--- src/rtl/pio_counter_ctrl.sv ---
// PIO-controlled 64-bit up-counter with a target compare and an IDLE/RUN/DONE sequencer.
// Registers sit on a small word-addressed PIO bus; reads have a one-cycle latency.
module pio_counter_ctrl #(
   parameter logic [31:0] SERIAL  = 32'h0022_1102,
   parameter int unsigned LED_BIT = 26
) (
   input  logic        clk,
   input  logic        reset,
   input  logic        pio_hwen,
   input  logic [31:0] pio_addr,
   input  logic [31:0] pio_wdata,
   output logic [31:0] pio_rdata,
   output logic [63:0] count,
   output logic        finished,
   output logic        busy,
   output logic        led
);

   typedef enum logic [1:0] {StIdle, StRun, StDone} state_e;

   localparam logic [2:0] AddrCtrl     = 3'd0;
   localparam logic [2:0] AddrTargetLo = 3'd1;
   localparam logic [2:0] AddrTargetHi = 3'd2;
   localparam logic [2:0] AddrCountLo  = 3'd3;
   localparam logic [2:0] AddrCountHi  = 3'd4;
   localparam logic [2:0] AddrSerial   = 3'd5;

   state_e      state_q, state_d;
   logic [63:0] count_q, count_d;
   logic [31:0] target_lo_q, target_lo_d;
   logic [31:0] target_hi_q, target_hi_d;
   logic [31:0] snap_q, snap_d;
   logic [31:0] rdata_q, rdata_d;

   logic        addr_hit;
   logic [2:0]  addr_lo;
   logic        ctrl_wr;
   logic        cmd_start, cmd_stop, cmd_clear;
   logic [63:0] target;
   logic [63:0] count_inc;

   // Any nonzero upper address bit is a miss, so aliases of the map never decode.
   assign addr_hit  = (pio_addr[31:3] == 29'd0);
   assign addr_lo   = pio_addr[2:0];
   assign ctrl_wr   = pio_hwen && addr_hit && (addr_lo == AddrCtrl);
   assign cmd_clear = ctrl_wr && pio_wdata[2];
   assign cmd_stop  = ctrl_wr && pio_wdata[1];
   assign cmd_start = ctrl_wr && pio_wdata[0];

   assign target    = {target_hi_q, target_lo_q};
   assign count_inc = count_q + 64'd1;

   // Sequencer and counter next state; clear outranks stop, stop outranks start.
   always_comb begin
      state_d = state_q;
      count_d = count_q;
      if (cmd_clear) begin
         state_d = StIdle;
         count_d = '0;
      end else begin
         case (state_q)
            StIdle: begin
               if (!cmd_stop && cmd_start) begin
                  state_d = StRun;
               end
            end
            StRun: begin
               if (cmd_stop) begin
                  state_d = StIdle;
               end else if (count_q >= target) begin
                  state_d = StDone;
               end else begin
                  count_d = count_inc;
                  if (count_inc == target) begin
                     state_d = StDone;
                  end
               end
            end
            StDone: begin
               state_d = StDone;
            end
            default: begin
               state_d = StIdle;
            end
         endcase
      end
   end

   always_comb begin
      target_lo_d = target_lo_q;
      target_hi_d = target_hi_q;
      if (pio_hwen && addr_hit) begin
         if (addr_lo == AddrTargetLo) begin
            target_lo_d = pio_wdata;
         end
         if (addr_lo == AddrTargetHi) begin
            target_hi_d = pio_wdata;
         end
      end
   end

   // Reading COUNT_LO latches the upper half so a following COUNT_HI read is coherent.
   always_comb begin
      rdata_d = 32'd0;
      snap_d  = snap_q;
      if (addr_hit) begin
         case (addr_lo)
            AddrCtrl:     rdata_d = {30'd0, (state_q == StDone), (state_q == StRun)};
            AddrTargetLo: rdata_d = target_lo_q;
            AddrTargetHi: rdata_d = target_hi_q;
            AddrCountLo: begin
               rdata_d = count_q[31:0];
               snap_d  = count_q[63:32];
            end
            AddrCountHi:  rdata_d = snap_q;
            AddrSerial:   rdata_d = SERIAL;
            default:      rdata_d = 32'd0;
         endcase
      end
   end

   always_ff @(posedge clk or negedge reset) begin
      if (!reset) begin
         state_q     <= StIdle;
         count_q     <= '0;
         target_lo_q <= '0;
         target_hi_q <= '0;
         snap_q      <= '0;
         rdata_q     <= '0;
      end else begin
         state_q     <= state_d;
         count_q     <= count_d;
         target_lo_q <= target_lo_d;
         target_hi_q <= target_hi_d;
         snap_q      <= snap_d;
         rdata_q     <= rdata_d;
      end
   end

   // Status outputs come only from registered state, never from the bus inputs.
   always_comb begin
      led = 1'b0;
      case (state_q)
         StRun:   led = count_q[LED_BIT];
         StDone:  led = 1'b1;
         default: led = 1'b0;
      endcase
   end

   assign busy      = (state_q == StRun);
   assign finished  = (state_q == StDone);
   assign count     = count_q;
   assign pio_rdata = rdata_q;

endmodule

--- config.mk ---
export PLATFORM = sky130hd
export DESIGN_NAME = pio_counter_ctrl
export DESIGN_NICKNAME = d
export VERILOG_FILES = /design/src/rtl/pio_counter_ctrl.sv
export SDC_FILE = /design/constraint.sdc
export NUM_CORES = 1
export LEC_CHECK = 0
export BUFFER_PORTS_ARGS = -buffer_cell sky130_fd_sc_hd__clkbuf_2
export CAP_MARGIN = 20
export CORE_AREA = 2 2 128 193
export CTS_CLUSTER_DIAMETER = 40
export DETAILED_ROUTE_END_ITERATION = 6
export DIE_AREA = 0 0 130 195
export PLACE_DENSITY = 0.72
export SETUP_SLACK_MARGIN = 0.3
export SYNTH_ARGS = -nofsm -noshare
export SYNTH_HDL_FRONTEND = slang
export SYNTH_SLANG_ARGS = --single-unit
--- constraint.sdc ---
create_clock -name clk -period 3 [get_ports clk]
set_input_delay 0.45 -clock clk [delete_from_list [all_inputs] [get_ports clk]]
set_output_delay 0.45 -clock clk [all_outputs]
set_load 0.01 [all_outputs]
==> Word-level counts from Yosys, hierarchy flattened <==
Cells that the tools add are included.
{ "word_totals": {"regBits": 194, "latchBits": 0, "ram_bits": 0, "rom_bits": 0, "out_inout_bits": 99, "memories": 0} }
{ "op_classes": {"add_sub_neg": 1, "n_mul": 0, "n_div": 0, "order_cmp": 1, "eq_ne": 12, "n_shift": 0, "n_mux": 13, "n_bitwise": 0, "n_reduce_logical": 16} }
{ "op_table": {"columns": ["operator", "n"], "rows": [
  ["2-to-1 mux 64 bit", 4],
  ["one-hot mux 32 bit (6 select lines)", 1],
  ["adder 64 x 1 -> 64 bit, second input constant", 1],
  ["== test 64 bit", 1],
  ["greater-or-equal comparator 64 bit", 1],
  ["2-to-1 mux 32 bit", 1],
  ["zero test 29 bit", 1],
  ["2-to-1 mux 2 bit", 5],
  ["AND reduction 2 bit", 4],
  ["== test 3 x 2 -> 1 bit, second input constant", 2],
  ["== test 3 bit, second input constant", 2],
  ["logical AND 1 bit", 6],
  ["one-hot mux 2 bit (3 select lines)", 1],
  ["!= test 5 x 1 -> 1 bit, second input constant", 1],
  ["== test 3 x 1 -> 1 bit, second input constant", 1],
  ["zero test 3 bit", 1],
  ["!= test 3 bit, second input constant", 1],
  ["AND reduction 3 bit", 1],
  ["== test 2 x 1 -> 1 bit, second input constant", 1],
  ["== test 2 bit, second input constant", 1],
  ["zero test 2 bit", 1],
  ["!= test 2 x 1 -> 1 bit, second input constant", 1],
  ["!= test 2 bit, second input constant", 1],
  ["one-hot mux 1 bit (2 select lines)", 1],
  ["other kinds (2)", 2]
]} }

==> Logic depth before layout (Yosys ltp) <==
{ "depth": {"word_depth": 9, "depth_mapped": 14} }

==> Worst setup path after synthesis <==
OpenSTA, ideal clock, no wires.
{ "synth_timing": {"path_type": "reg2reg", "startpoint": "register count_q[54] (netlist: count[54])", "endpoint": "register count_q[46] (netlist: count[46])", "arrival_time_ps": 3030, "slack_ps": -162, "path_stages_with_launch": 14, "period_less_slack_ps": 3162, "path_cell_list": "dfrtp_1 ha_1 a21o_1 a221oi_1 o21ai_0 a221o_1 a2111oi_0 o311ai_1 a31oi_2 buf_2 buf_2 nand2_1 xnor2_1 nor2_1"} }
{ "synth_via": {"elab_chain_cells": 3} }
{ "synth_lines": {"columns": ["item", "line_no", "rtl"], "rows": [
  ["from (decl)", "29", "logic [63:0] count_q, count_d;"],
  ["from (signal assigned)", "132", "count_q <= count_d;"],
  ["greater-or-equal comparator 64 bit", "70", "end else if (count_q >= target) begin"],
  ["!= test 2 bit (no line)", null, null],
  ["AND reduction 3 bit (no line)", null, null]
]} }
Every way passes these cells.
A chain may end at the register's enable or synchronous reset.

==> Worst setup path in the final report <==
{ "layout_timing": {"startpoint": "register count_q[22] (netlist: count[22])", "endpoint": "register state_q[0]"} }
{ "layout_via": {"elab_chain_cells": 5, "word_cells_on_any_way": 9} }
{ "layout_lines": {"columns": ["item", "line_no", "rtl"], "rows": [
  ["branches (longest 5 deep; another with adder 64 x 1 -> 64 bit)", null, null],
  ["to (signal assigned)", "124", "state_q <= StIdle;"],
  ["to (signal assigned)", "131", "state_q <= state_d;"],
  ["to (decl)", "28", "state_e state_q, state_d;"]
]} }
Several ways; the timed one is not identified.

==> metrics.yaml <==
synthesis:
  synthMostInstantiatedCell: "sky130_fd_sc_hd__dfrtp_1"
  asyncSetResetFlopFracSynth_pct: 100
  synth.top_cells.by_area: "sky130_fd_sc_hd__dfrtp_1 (39%), sky130_fd_sc_hd__ha_1 (7.0%), sky130_fd_sc_hd__xnor2_1 (5.9%)"
  sequential_area_share_after_synthesis_pct: 39.2
  postSynth.topFlopCell: "sky130_fd_sc_hd__dfrtp_1"
  yosys_register_bits: 194
  synth_largest_area_cell: "sky130_fd_sc_hd__dfrtp_1"
  synth_edf_count: 0
  yosysWarningCount: 0
  yosys.area.top_type_share_pct: 39.2
  synth.cells.most_frequent: "sky130_fd_sc_hd__dfrtp_1 (194), sky130_fd_sc_hd__nand2_1 (127), sky130_fd_sc_hd__nor2_1 (100)"
  synthCells: 1374
  syn-cell-area_sq_um: 12400
  post_synth_num_cell_types: 66
  post_synth.cell_area_avg_sq_um: 9.01
  synthesis.nets: 1510
critical_path:
  worst-path-buf-inv: 2
  critical_path.startpoint_type: "flip-flop"
  cp_cell_sequence: "buf_4 > nand4_1 > nor2_1 > buf_4 > nand4_1 > xnor2_1 > nor3_1 > o211ai_1 > nor4_1 > nand4_1 > and2_4 > a221o_1"
  critical_path_cell_with_the_highest_stage_delay: "sky130_fd_sc_hd__dfrtp_1"
  timing.setup.critical_path_class: "flip-flop to flip-flop"
  worst_ep_arrival_time_ns: 3.76
  critical_path.endpoint_type: "flip-flop"
  required_ns: 3.33
  critical_path_peak_fanout: 7
  crit_top_cell: "sky130_fd_sc_hd__nand4_1"
  worst_path_dominant_cell_family: "simple AND/OR/NAND/NOR gates"
  maximum_cell_stage_delay_along_the_critical_path_ns: 0.43
grt:
  grt_max_degree: 78
  grt_remaining_overflow: 0
  first_global_vias: 13100
  antenna_violations_before_repair: 0
  globalRouteTotalUtil_pct: 38.2
  wire_length_of_the_first_global_routing_pass_mm: 72.8
pwr:
  cellPowerDensity_nw_per_um2: 291
  totalPowerFinal_mw: 5.06
  power.ir.vdd_worst_mv: 0.382
  leakage_nw: 8.55
cts:
  cts_hold_buf: 0
  path_clk_slew_ns: 0.07
  tritoncts_clock_tree: "built"
  clock_path_buffers: 2
  clock_insertion_delay_worst_skew_ns: 0.46
  cts_buffers: 17
  root_buffer_master: "sky130_fd_sc_hd__clkbuf_16"
  clkSinkCount: 194
  htreeDepth: 4
worst_hold_path:
  hold_class: "primary input to async pin"
timing:
  min_period_over_period_pct: 114
  rsz0062_at_grt: "yes"
  slew_viol_final: 0
  post-route-worst-setup-slack_ns: -0.423
  setup_viol: 66
  fin_tns_setup_ns: -14.55
  fin_crit_ns: 3.42
  clock-skew-final_ns: 0.0160
  hold_viol_final: 0
  clock.fmax_ghz: 0.292
  worstMarginPinSlew_ns: 0.682
  fin_worst_hold_slack_ns: 0.0112
  relSlewSlack_pct: 54.5
floorplanning:
  die_outline_width_um: 130
  design.core.area_sq_um: 23600
  placement_rows: 69
  top_level_ports: 166
  die_boundary_height_um: 195
  initial_core_util_pct: 52.5
  floorplan.die_area_sq_um: 25400
detailed_routing:
  drt_initial_violations: 1032
  ant_nets: 0
  dr.pass1.iters: 5
  vias_per_cell: 5.96
  finalWirelength_mm: 48.2
  routedWlPerCell_um: 22.6
  post-route-drc-count: 0
  routed-via-count: 12700
finish:
  multi_input_area_sq_um: 7630
  footprint_of_the_flip_flops_and_latches_sq_um: 4860
  fin_nets: 1941
  layout-drive-gt1-share_pct: 37.9
  fillCellCount: 1704
  syn2layout_area_growth_pct: 40.4
  num_antenna_cells: 0
run_status:
  status: "finished with violations"
  failed_checks: "setup timing"
place:
  port-buffer-count: 165
  detailedPlacementHpwl_mm: 35.8
  gp_congestion: 1.10
job:
  drv_cap: 0
routing by layer:
| layer | track usage, % | vias to the layer above | routed length, um |
|---|---|---|---|
| met5 | 0 | - | 0 |
| met4 | 26.9 | 0 | 4000 |
| met3 | 6.63 | 212 | 3010 |
| met2 | 64.7 | 664 | 24000 |
| met1 | 42.8 | 6143 | 17100 |
| li1 | - | 5710 | - |
per-stage QoR:
step,utilization (%),setup slack (ns),instance area [sq um],instances
after floorplan,-,0.0647,12700,1374
final,73.7,-0.423,17400,2136
after CTS,72.4,-0.360,17100,2124
after global routing,73.7,-0.492,17400,2136
after global placement,67.5,-0.594,15900,2078
after detailed placement,67.5,-0.654,15900,2078
state kept, by name (all words and copies together) (netlist names):
| register | flops |
|---|---|
| snap_q | 32 |
| target_lo_q | 32 |
| state_q | 2 |
| target_hi_q | 32 |
| pio_rdata | 32 |
| count | 64 |
repair_timing:
item / 4_1_cts / 5_1_grt
endpoints found under the setup margin: 66 / 66
gates resized for setup: 93 / 43
buffers inserted: 13 / 12
gates cloned: 2 / 0
pin swaps: 44 / 38
cells in the final DEF, fill, tap and decap left out, drive strengths merged, types with 4 or more instances in the layout:
master / synthesis / routed
buf: 34 / 336
dfrtp: 194 / 194
clkbuf: 55 / 185
nand2: 127 / 127
nor2: 101 / 101
o21ai: 89 / 89
xnor2: 84 / 84
inv: 76 / 79
xor2: 76 / 76
ha: 69 / 69
a21oi: 66 / 66
nand4: 60 / 60
a22oi: 55 / 55
nand3: 48 / 48
mux2: 34 / 34
nor3: 28 / 28
nor4: 22 / 22
and3: 16 / 16
and4: 15 / 15
nor2b: 14 / 14
and2: 13 / 13
a21o: 11 / 11
or3: 9 / 9
o211ai: 7 / 7
o21a: 6 / 6
a31oi: 6 / 6
clkinv: 0 / 6
a2111oi: 6 / 6
o2111ai: 5 / 5
a221oi: 5 / 5
nor3b: 5 / 5
or4: 4 / 4
nand2b: 4 / 4
power by group:
group / leakage [nW] / switching [mW] / internal [mW] / total [mW]
sequential: 2.35 / 0.000000709 / 2.61 / 2.61
combinational: 5.94 / 0.146 / 0.0679 / 0.213
clock: 0.271 / 1.06 / 1.17 / 2.23
path summary, 6_finish.rpt:
path / start / end / slack [ns] / cells after the start
min: reset / target_lo_q[28] / 0.01 / 1
min reg2reg: snap_q[8] / snap_q[8] / 0.51 / 1
max in group asynchronous: reset / count[9] / 2.18 / 2
min in group clk: pio_wdata[16] / target_lo_q[16] / 0.22 / 3
max: count[22] / state_q[0] / -0.42 / 12
max reg2reg: count[22] / state_q[0] / -0.42 / 12
final cells by class:
type,instances,area share (%)
Multi-Input combinational cell,1015,43.9
Sequential cell,194,28.0
Timing Repair Buffer,501,20.9
Clock buffer,20,2.57
Tap cell,319,2.30
Inverter,76,1.66
Clock inverter,11,0.605
kinds of logic after synthesis:
family          synth area share, %
compound gates                 13.8
xor+xnor                       11.3
fa+ha+maj                      6.98
buf+inv                        5.40
flops                          39.2
mux                            3.52
simple gates                   19.8
worst register-to-register path, delay by kind of cell, from the launching register on:
family	cells	cell delay, ns
buf+inv	2	0.46
xor+xnor	1	0.25
simple gates	7	1.77
compound gates	2	0.41
flops	1	0.43
Note: power is estimated with default switching activity, not from simulation.
